===== config.mk =====
export PLATFORM = sky130hd
export DESIGN_NAME = alight_est_frame
export DESIGN_NICKNAME = d
export VERILOG_FILES = /design/src/rtl/alight_pkg.sv /design/src/rtl/win_min.sv /design/src/rtl/alight_est_frame.sv
export SDC_FILE = /design/constraint.sdc
export NUM_CORES = 1
export LEC_CHECK = 0
export ABC_CLOCK_PERIOD_IN_PS = 54700
export CORE_MARGIN = 2
export CORE_UTILIZATION = 58
export CTS_CLUSTER_DIAMETER = 200
export CTS_CLUSTER_SIZE = 28
export DETAILED_ROUTE_END_ITERATION = 16
export GPL_TIMING_DRIVEN = 0
export PLACE_DENSITY = 0.88
export SLEW_MARGIN = 20
export SYNTH_ARGS = -nofsm -noshare
export SYNTH_HDL_FRONTEND = slang
export SYNTH_SLANG_ARGS = --single-unit
export TNS_END_PERCENT = 1

===== constraint.sdc =====
create_clock -name clock -period 54.7 [get_ports clock]
set_input_delay 10.94 -clock clock [delete_from_list [all_inputs] [get_ports clock]]
set_output_delay 10.94 -clock clock [all_outputs]
set_load 0.01 [all_outputs]

===== src/rtl/alight_pkg.sv =====
// Shared constants, beat flag type and helpers for the atmospheric light estimator.
package alight_pkg;

  localparam int unsigned DefDw    = 8;
  localparam int unsigned DefWin   = 3;
  localparam int unsigned MaxDw    = 32;
  localparam int unsigned IirRound = 2;

  typedef struct packed {
    logic valid;
    logic sof;
    logic eof;
  } beat_flags_t;

  function automatic logic [MaxDw-1:0] min2(input logic [MaxDw-1:0] a,
                                            input logic [MaxDw-1:0] b);
    return (a < b) ? a : b;
  endfunction

  function automatic int unsigned centre_idx(input int unsigned win);
    return (win * win) / 2;
  endfunction

endpackage


===== src/rtl/win_min.sv =====
// Registered min-reduction over N packed samples of one channel, plus centre-sample capture.
module win_min
  import alight_pkg::*;
#(
  parameter int unsigned DW     = DefDw,
  parameter int unsigned N      = DefWin * DefWin,
  parameter int unsigned CtrIdx = N / 2
) (
  input  logic            clk_i,
  input  logic            rst_i,
  input  logic            en_i,
  input  logic [N*DW-1:0] win_i,
  output logic [DW-1:0]   min_o,
  output logic [DW-1:0]   centre_o
);

  logic [DW-1:0] min_d, min_q;
  logic [DW-1:0] centre_d, centre_q;

  always_comb begin
    min_d = win_i[DW-1:0];
    for (int unsigned k = 1; k < N; k++) begin
      min_d = DW'(min2(MaxDw'(min_d), MaxDw'(win_i[k*DW +: DW])));
    end
    centre_d = win_i[CtrIdx*DW +: DW];
  end

  always_ff @(posedge clk_i) begin
    if (rst_i) begin
      min_q    <= '0;
      centre_q <= '0;
    end else if (en_i) begin
      min_q    <= min_d;
      centre_q <= centre_d;
    end
  end

  assign min_o    = min_q;
  assign centre_o = centre_q;

endmodule


===== src/rtl/alight_est_frame.sv =====
// Frame-level atmospheric light estimator: dark channel per beat, brightest-dark capture, A at eof.
// Define ALIGHT_IIR_EN to smooth A across frames with a 3/4 : 1/4 rounded blend.
module alight_est_frame
  import alight_pkg::*;
#(
  parameter int unsigned DW  = DefDw,
  parameter int unsigned WIN = DefWin
) (
  input  logic                clock,
  input  logic                reset,
  input  logic                enable,
  input  logic                in_valid,
  input  logic                sof,
  input  logic                eof,
  input  logic [WIN*WIN*DW-1:0] win_r,
  input  logic [WIN*WIN*DW-1:0] win_g,
  input  logic [WIN*WIN*DW-1:0] win_b,
  output logic [DW-1:0]       dark_out,
  output logic                dark_valid,
  output logic [DW-1:0]       a_r,
  output logic [DW-1:0]       a_g,
  output logic [DW-1:0]       a_b,
  output logic                a_valid
);

  localparam int unsigned N      = WIN * WIN;
  localparam int unsigned CtrIdx = centre_idx(WIN);

  // Channel index 0 = R, 1 = G, 2 = B throughout.
  logic [2:0][N*DW-1:0] win_all;
  logic [2:0][DW-1:0]   mins, ctr1, ctr2_q;
  logic [2:0][DW-1:0]   cap_d, cap_q, a_d, a_q, pick;
  beat_flags_t          fl1_d, fl1_q, fl2_q;
  logic [DW-1:0]        dark_d, dark_q, max_d, max_q;
  logic                 av_d, av_q, take;
`ifdef ALIGHT_IIR_EN
  logic                 primed_d, primed_q;

  function automatic logic [DW-1:0] blend(input logic [DW-1:0] prev, input logic [DW-1:0] cap);
    logic [DW+1:0] p, s;
    p = {2'b00, prev};
    s = p + {p[DW:0], 1'b0} + {2'b00, cap} + (DW+2)'(IirRound);
    return DW'(s >> 2);
  endfunction
`endif

  assign win_all = {win_b, win_g, win_r};

  for (genvar c = 0; c < 3; c++) begin : g_ch
    win_min #(
      .DW    (DW),
      .N     (N),
      .CtrIdx(CtrIdx)
    ) u_win_min (
      .clk_i   (clock),
      .rst_i   (reset),
      .en_i    (enable),
      .win_i   (win_all[c]),
      .min_o   (mins[c]),
      .centre_o(ctr1[c])
    );
  end

  always_comb begin
    fl1_d  = '{valid: in_valid, sof: in_valid & sof, eof: in_valid & eof};
    dark_d = DW'(min2(MaxDw'(mins[0]), min2(MaxDw'(mins[1]), MaxDw'(mins[2]))));
  end

  // A sof beat always seeds; later beats win only on a strictly greater dark value.
  always_comb begin
    take  = fl2_q.valid && (fl2_q.sof || (dark_q > max_q));
    pick  = take ? ctr2_q : cap_q;
    max_d = max_q;
    cap_d = cap_q;
    a_d   = a_q;
    av_d  = 1'b0;
`ifdef ALIGHT_IIR_EN
    primed_d = primed_q;
`endif
    if (take) begin
      max_d = dark_q;
      cap_d = ctr2_q;
    end
    if (fl2_q.valid && fl2_q.eof) begin
      max_d = '0;
      cap_d = '0;
      av_d  = 1'b1;
`ifdef ALIGHT_IIR_EN
      for (int c = 0; c < 3; c++) begin
        a_d[c] = primed_q ? blend(a_q[c], pick[c]) : pick[c];
      end
      primed_d = 1'b1;
`else
      a_d = pick;
`endif
    end
  end

  always_ff @(posedge clock) begin
    if (reset) begin
      fl1_q    <= '0;
      fl2_q    <= '0;
      dark_q   <= '0;
      ctr2_q   <= '0;
      max_q    <= '0;
      cap_q    <= '0;
      a_q      <= '0;
      av_q     <= 1'b0;
`ifdef ALIGHT_IIR_EN
      primed_q <= 1'b0;
`endif
    end else if (enable) begin
      fl1_q    <= fl1_d;
      fl2_q    <= fl1_q;
      dark_q   <= dark_d;
      ctr2_q   <= ctr1;
      max_q    <= max_d;
      cap_q    <= cap_d;
      a_q      <= a_d;
      av_q     <= av_d;
`ifdef ALIGHT_IIR_EN
      primed_q <= primed_d;
`endif
    end
  end

  // A pulse held while frozen is shown once enable returns.
  assign dark_out   = dark_q;
  assign dark_valid = fl2_q.valid & enable;
  assign a_r        = a_q[0];
  assign a_g        = a_q[1];
  assign a_b        = a_q[2];
  assign a_valid    = av_q & enable;

endmodule


Yosys cells after proc, flatten, opt, wreduce, memory -nomap -nowiden
Cells that the tools add are included.
{"block": "word_totals", "elab_cells": 92, "register_bits": 143, "memories": 0, "out_inout_bits": 34, "latchBits": 0, "mem_bits_ro": 0, "in_bits": 222, "ram_bits": 0}
{"block": "classes", "multipliers": 0, "bitwise_logic": 4, "n_lt_le_gt_ge": 27, "muxes": 31, "add_sub_neg": 0, "eq_ne": 0, "reduce_logical": 6, "div": 0, "n_shift": 0}
{"operator": "$mux W8", "n": 28}
{"operator": "$lt A8 B8 Y1", "n": 26}
{"operator": "$mux W24", "n": 2}
{"operator": "$gt A8 B8 Y1", "n": 1}
{"operator": "$and A1 B1 Y1", "n": 4}
{"operator": "$reduce_and A2 Y1", "n": 2}
{"operator": "$logic_and A1 B1 Y1", "n": 2}
{"operator": "$reduce_bool A2 Y1", "n": 1}
{"operator": "$logic_or A1 B1 Y1", "n": 1}
{"operator": "$mux W1", "n": 1}

Depth between registers and ports, before layout
Gate-level depths: netlist of the first run.
{"block": "depth", "word_depth": 16, "mapped_depth": 75, "ltp_nobuf": 71}

Hierarchy
Synthesis of the first run repeated with hierarchy kept, for this count alone.
{"block": "unflattened", "cells_unflattened": 1870, "area_unflattened_um2": 15085.7}
{"mod": "win_min (g_ch[0].u_win_min ...)", "seq_area_each_um2": 320.3, "area_each_um2": 3404.5, "cells_each": 443, "instances": 2}
{"mod": "alight_est_frame", "seq_area_each_um2": 1901.8, "area_each_um2": 5001.0, "cells_each": 539, "instances": 1}
{"mod": "win_min (g_ch[2].u_win_min)", "seq_area_each_um2": 320.3, "area_each_um2": 3275.6, "cells_each": 445, "instances": 1}

Worst setup path after synthesis of the first run
No wires, ideal clock.
{"block": "synth_timing", "path_type": "input-to-reg", "from": "in win_b[10]", "to": "reg g_ch[2].u_win_min.min_q[5]", "setup_time_ns": 0.117, "path_slack_ns": 29.849, "path_buffers": 5, "arrival_time_ns": 24.734, "required_time_ns": 54.583, "cell_stages": 67, "path_cell_list": "inv_1 > ha_1 > a21oi_1 > o21ai_0 > a21o_1 > a21oi_1 > mux2_2 > ha_1 > a211oi_1 > o21ai_1 > a21oi_1 > o21a_1 > clkbuf_1 > mux2_2 > ha_1 > a21oi_1 > a21oi_1 > a2111oi_0 > [31 not listed] > nand4_1 > or2_2 > o21ai_0 > a211o_1 > clkbuf_1 > clkbuf_1 > nand2_1 > o31ai_1 > ha_1 > a21o_1 > a211o_1 > a2111oi_0 > nand2_1 > o21a_1 > clkbuf_1 > a21oi_1 > o31ai_1 > a22o_1"}
{"block": "synth_between", "elab_chain_cells": 16}
{"item": "from (decl)", "line_no": "alight_est_frame.sv:17", "rtl": "input logic [WIN*WIN*DW-1:0] win_b,"}
{"item": "$lt A8 B8 Y1", "line_no": "alight_pkg.sv:17", "rtl": "return (a < b) ? a : b;"}
{"item": "$mux W8 *", "line_no": "alight_pkg.sv:17"}
{"item": "$lt A8 B8 Y1", "line_no": "alight_pkg.sv:17"}
{"item": "$mux W8 *", "line_no": "alight_pkg.sv:17"}
{"item": "$lt A8 B8 Y1", "line_no": "alight_pkg.sv:17"}
{"item": "$mux W8 *", "line_no": "alight_pkg.sv:17"}
{"item": "$lt A8 B8 Y1", "line_no": "alight_pkg.sv:17"}
{"item": "$mux W8 *", "line_no": "alight_pkg.sv:17"}
{"item": "$lt A8 B8 Y1", "line_no": "alight_pkg.sv:17"}
{"item": "$mux W8 *", "line_no": "alight_pkg.sv:17"}
{"item": "$lt A8 B8 Y1", "line_no": "alight_pkg.sv:17"}
{"item": "$mux W8 *", "line_no": "alight_pkg.sv:17"}
{"item": "$lt A8 B8 Y1", "line_no": "alight_pkg.sv:17"}
{"item": "$mux W8 *", "line_no": "alight_pkg.sv:17"}
{"item": "$lt A8 B8 Y1", "line_no": "alight_pkg.sv:17"}
{"item": "$mux W8 *", "line_no": "alight_pkg.sv:17"}
{"item": "to (signal assigned)", "line_no": "win_min.sv:33", "rtl": "min_q <= min_d;"}
{"item": "to (decl)", "line_no": "win_min.sv:17", "rtl": "logic [DW-1:0] min_d, min_q;"}
Mark *: on every way between the ends. The rest lies on a longest branch, timed or not.
A chain may end at the register's enable or synchronous reset.

Worst setup path after layout of the first run
{"block": "layout_timing", "from": "in win_b[14]", "to": "reg g_ch[2].u_win_min.min_q[7]"}
The elaborated chain is that of the path after synthesis.

==> run metrics, run 1 <==
most frequent CP cell a21oi_1; Least-Margin Pin Slew 909.1 ps; syn avg cell area between 8 and 9 µm²; GRT Residual Overflow 0; post-cts resize count 0; PD cells 43.77 mW/mm²; pre-CTS WS 27,030 ps; max-cap viol count 0; total CTS buffers 17; final worst slack around 27,000 ps; maximum clock rate 36.43 MHz; Post-synth top flop dfxtp_1; # Post-CTS Setup Buffers 0; Worst Setup End Kind flop; final antenna-violating net count 0; Slew HR 39.03%; Row Count 55; Critical Path Fanout Max 10; post-place instance area 0.01603 mm²; Hold-fix buffers, CTS 0; synth cell count leaders inv_1 (223), ha_1 (190), nor2_1 (181); Hold Vio Cnt, Final 0; Final min period 27,450 ps; Setup-failing EPs final 0; core area approximately 0.022 mm²; Post-synth EDFFs 0; pin count of the biggest net entering global routing 17; vias in the first global route 12,860; clk sinks 143; largest family of logic cells by synthesized area compound AO/OA/AOI/OAI gates; TritonCTS clock tree built; Final GP Congestion between 0.9 and 1; critical path arrival 27,770 ps; worst endpoint required time ~55,000 ps; largest cells by area after synthesis dfxtp_1 (22%), ha_1 (18%), mux2i_1 (7.9%); Mapped Cells 1,617; Mapped Area between 0.01 and 0.015 mm²; Post-Synth Adder-Cell Area between 10% and 20%; Synth top area share 21.81%; register area 0.002863 mm²; Power Total 0.0007277 W; # DRC 0; Initial Utilization 58.51%; top-count cell post-synth inv_1; IO buf count 255; hold path cells 2; Area Growth Syn to Fin 26.66%; Async SR Flop Fraction 0%; leading area contributor after synthesis dfxtp_1; H-Tree Depth 4; Leak between 7 and 8 nW; Synth Area in Compound Gates 21.39%; Max Transition Viols Final 0; # IOs 256; DRT Pass-1 Iters 5; CP peak stage delay 560 ps; Clock Path Buffers 2; Worst-path clk slew 60 ps; full die area 0.02385 mm²; DR iter-0 viols 726; type of the worst setup path in -> reg; final setup TNS 0 ps; run status completed; initial antenna violation count 2; multi-input logic area 0.009216 mm²; post-synthesis mux area share 16.35%; Synthesized Nets 2,029; R2R depth 18; All-Layer GR Usage 31.00%; drt via density 5.895; share of cells above drive strength 1 8.036%; Peak supply drop 0.00003310 V; Clock Root Buffer clkbuf_16; flops & latches, synth 143; yosys warns 0; FILL cells 1,689; design area 0.01662 mm²; Die Width 154.4 µm; HP Class reg -> reg; Skew-Pair Late Insertion Delay 430 ps; Wirelength per Cell 17.22 µm; final wirelength 37,730 µm; Synth Area in Simple Gates 14.37%; Seq/Total Area, Yosys 21.81%; Post-Synth XOR/XNOR Area 0%; net count reported at finish roughly 2,300; unrepaired setup endpoints after global routing no; hpwl dp 31,270 µm; CP max stage cell a311oi_2; post-synth cell types 70; DR vias 12,920; Die Span Y 154.4 µm; Fin Clk Skew approximately 12 ps; fin crit share 50.19%; first-pass GRT wire length just over 60,000 µm; nature of the critical path startpoint primary input
-- final cells by class --
| type | count | area share, % |
|---|---|---|
| Buffer | 53 | 1.212 |
| Antenna cell | 2 | 0.03010 |
| Inverter | 225 | 5.080 |
| Timing Repair Buffer | 255 | 15.35 |
| Clock buffer | 18 | 2.642 |
| Clock inverter | 14 | 0.8806 |
| Tap cell | 285 | 2.145 |
| Multi-Input combinational cell | 1196 | 55.44 |
| Sequential cell | 143 | 17.22 |
-- logic make-up (layout without fill, tap and decap cells) --
logic type / after synthesis / after routing
fa+ha+maj: 190 / 190
buf+inv: 278 / 565
compound gates: 405 / 405
other cells: 0 / 2
mux: 195 / 195
simple gates: 406 / 406
flops: 143 / 143
-- per-stage QoR --
stage / cells / hold WS, ps / utilization [%]
2_1_floorplan: 1617 / 431.9 / -
3_3_place_gp: 2157 / 439.5 / 71.47
3_5_place_dp: 2157 / 447.9 / 71.47
4_1_cts: 2189 / 456.2 / 74.08
5_1_grt: 2191 / 473.2 / 74.10
6_report: 2191 / 454.6 / 74.10
-- critical path, delay by kind of cell --
kind,cells,cell delay (ps)
compound gates,35,7940
fa+ha+maj,8,2370
buf+inv,8,2220
mux,6,2170
simple gates,10,2100
-- sequential cells by signal (all words and copies together) (netlist names) --
signal	count
a_b	8
dark_out	8
fl2_q	3
fl1_q	3
a_g	8
cap_q	24
g_ch.u_win_min.min_o	24
g_ch.u_win_min.centre_o	24
ctr2_q	24
av_q	1
max_q	8
a_r	8
-- placed cells by master (no fill, tap or decap), types with 24 or more instances in the layout --
master           synthesis  final
o21ai_0                 41     41
dfxtp_1                143    143
nor2_1                 181    181
nand2_1                 70     70
a21oi_1                106    106
ha_1                   190    190
mux2_2                  71     71
clkdlybuf4s50_1          0    255
a22oi_1                 24     24
mux2i_1                103    103
inv_1                  223    223
a211oi_1                38     38
nand3_1                 53     53
a21o_1                  49     49
clkbuf_1                37     37
-- path summary, 6_finish.rpt --
path	start	end	slack [ps]
worst max register to register	g_ch[2].u_win_min.min_o[1]	dark_out[6]	50300
worst max-delay path	win_b[14]	g_ch[2].u_win_min.min_o[7]	27250
worst min register to register	max_q[0]	max_q[0]	450
worst min-delay path	max_q[0]	max_q[0]	450
-- power breakdown --
part	switching, W	internal [W]
Sequential	0.00000977	0.000115
Clock	0.0000483	0.0000655
Combinational	0.000269	0.000220
Total	0.000327	0.000400
-- routing by layer --
metal  GRT usage (%)  wire length, µm
met1           36.95            15610
met2           54.42            17940
met3           5.744             2625
met4           13.58             1553
met5               0                0
Power figures use the tool's default switching activity.
==> inputs of run 2 (changes only) <==
- ABC_CLOCK_PERIOD_IN_PS: 54700 -> 23900
- CORE_UTILIZATION: 58 -> 49
- PLACE_DENSITY: 0.88 -> 0.79
- clock period: 54.7 -> 23.9 ns (I/O delays scaled with it)
==> run metrics, run 2 (same netlist as run 1, synthesis figures left out) <==
run status completed (unchanged); Leak 7.951 nW (was 7.933 nW); core area 0.02621 mm² (was 0.02243 mm²); CP endpoint g_ch[2].u_win_min.min_o[5] (was g_ch[2].u_win_min.min_o[7]); maximum clock rate 47.10 MHz; HP Class reg -> reg (unchanged); pin count of the biggest net entering global routing 17 (unchanged); worst endpoint required time 24,220 ps (was 55,020 ps); Clock Root Buffer clkbuf_16 (unchanged); full die area 0.02811 mm² (was 0.02385 mm²); GR Layer Usage met3 5.271% (was 5.744%); type of the worst setup path in -> reg (unchanged); critical register-to-register path startpoint g_ch[2].u_win_min.min_o[1] (unchanged); Worst-path clk slew 60 ps (about the same); final wirelength 37,520 µm (was 37,730 µm); CP max stage cell a21oi_1 (was a311oi_2); clk sinks 143 (unchanged); H-Tree Depth 4 (unchanged); initial antenna violation count 3 (was 2); most frequent cells in the layout clkdlybuf4s50_1 (255), inv_1 (223), ha_1 (190) (unchanged); met2 Track Usage GR 46.11% (was 54.42%); Worst Setup SP win_b[14] (unchanged); share of cells above drive strength 1 7.983% (was 8.036%); max-cap viol count 0 (unchanged); grt met1 use 31.81% (was 36.95%); Setup-failing EPs final 0 (unchanged); Skew-Pair Late Insertion Delay 430 ps (about the same); Power Total 0.001668 W (was 0.0007277 W); R2R setup slack 19,370 ps (was 50,300 ps); FILL cells 2,241 (was 1,689); Hold-fix buffers, CTS 0 (unchanged); total CTS buffers 17 (unchanged); DR vias 12,670 (was 12,920); Initial Utilization 50.08% (was 58.51%); FF-to-FF End dark_out[6] (unchanged); Hold Vio Cnt, Final 0 (unchanged); IO buf count 255 (unchanged); multi-input logic area 0.009216 mm² (unchanged); vias in the first global route 12,410 (was 12,860); DRT Pass-1 Iters 5 (unchanged); Final min period between 20,000 and 25,000 ps; GRT busiest layer met2 (unchanged); Max Transition Viols Final 0 (unchanged); hold path cells 2 (unchanged); critical path arrival 21,550 ps (was 27,770 ps); GRT Residual Overflow 0 (unchanged); net count reported at finish 2,303 (unchanged); Area Growth Syn to Fin 27.33% (was 26.66%); Wirelength per Cell 16.74 µm (was 17.22 µm); Peak supply drop 0.00005894 V (was 0.00003310 V); All-Layer GR Usage 26.14% (was 31.00%); Worst Setup End Kind flop (unchanged); # DRC 0 (unchanged); PD cells 99.83 mW/mm² (was 43.77 mW/mm²); commonest non-fill, non-tap cell in the layout clkdlybuf4s50_1 (unchanged); Slew HR 39.85% (was 39.03%); Fin Clk Skew 11.31 ps (was 12.25 ps); Die Span Y 167.7 µm (was 154.4 µm); CP peak stage delay 570 ps (was 560 ps); Clock Path Buffers 2 (unchanged); post-cts resize count 0 (unchanged); R2R depth 19 (was 18); unrepaired setup endpoints after global routing no (unchanged); # IOs 256 (unchanged); DR iter-0 viols 584 (was 726); drt via density 5.650 (was 5.895); nature of the critical path startpoint primary input (unchanged); Final GP Congestion 0.9343 (was 0.9202); hpwl dp 31,290 µm (was 31,270 µm); Least-Margin Pin Slew 896.3 ps (was 909.1 ps); Die Width 167.7 µm (was 154.4 µm); TritonCTS clock tree built (unchanged); Critical Path Fanout Max 10 (unchanged); final antenna-violating net count 0 (unchanged); most frequent CP cell a21oi_1 (unchanged); Row Count 59 (was 55); register area 0.002863 mm² (unchanged); first-pass GRT wire length 60,400 µm (was 60,810 µm); fin crit share 88.83%; # Post-CTS Setup Buffers 0 (unchanged); final setup TNS 0 ps (unchanged)
==> run 2: cell count changes in the layout (fill, tap and decap cells not counted), sizes merged <==
cell,before,now
diode,2,3
clkinv,3,4
inv,232,228
clkbuf,55,59
clkinvlp,3,1
bufinv,1,2
==> run 2: per-layer routing <==
layer,vias up,share of wire [%]
li1,6351,-
met1,5879,44
met2,364,48
met3,73,5.3
met4,0,2.7
met5,-,0
==> run 2: layout make-up <==
class	count	area share [%]
Sequential cell	143	17.13
Antenna cell	3	0.04492
Clock buffer	22	2.897
Inverter	225	5.054
Clock inverter	10	0.7412
Buffer	53	1.205
Tap cell	335	2.508
Timing Repair Buffer	255	15.27
Multi-Input combinational cell	1196	55.15
==> run 2: stage by stage <==
stage	hold slack [ps]	cells	setup WS (ps)	utilization [%]	instance area, µm²
6_report	451.9	2242	2670	63.77	16710
3_5_place_dp	446.2	2207	2369	61.42	16100
2_1_floorplan	431.9	1617	5209	-	13130
3_3_place_gp	438.8	2207	2710	61.42	16100
4_1_cts	453.2	2239	2757	63.74	16700
5_1_grt	464.1	2242	1397	63.77	16710
==> run 2: worst max-delay path, delay by kind of cell <==
kind | cells | cell delay [ps]
AO/OA/AOI/OAI | 35 | 8150
adder cells (fa/ha/maj) | 8 | 2410
buffers and inverters | 8 | 2170
multiplexers | 6 | 2150
AND/OR/NAND/NOR | 9 | 1870
==> run 2: worst min path at each step <==
stage	slack [ps]	end	startpoint
after floorplan	430	max_q[2]	max_q[2]
after global placement	440	max_q[1]	max_q[1]
after detailed placement	450	max_q[1]	max_q[1]
after CTS	450	max_q[7]	max_q[7]
after global routing	460	max_q[3]	max_q[3]
final	450	max_q[7]	max_q[7]
==> run 2: power breakdown <==
group,internal (W),leakage [nW],switching [W]
registers,0.000264,1.16,0.0000226
clock network,0.000166,0.299,0.000102
logic,0.000502,6.49,0.000612
total,0.000932,7.95,0.000736
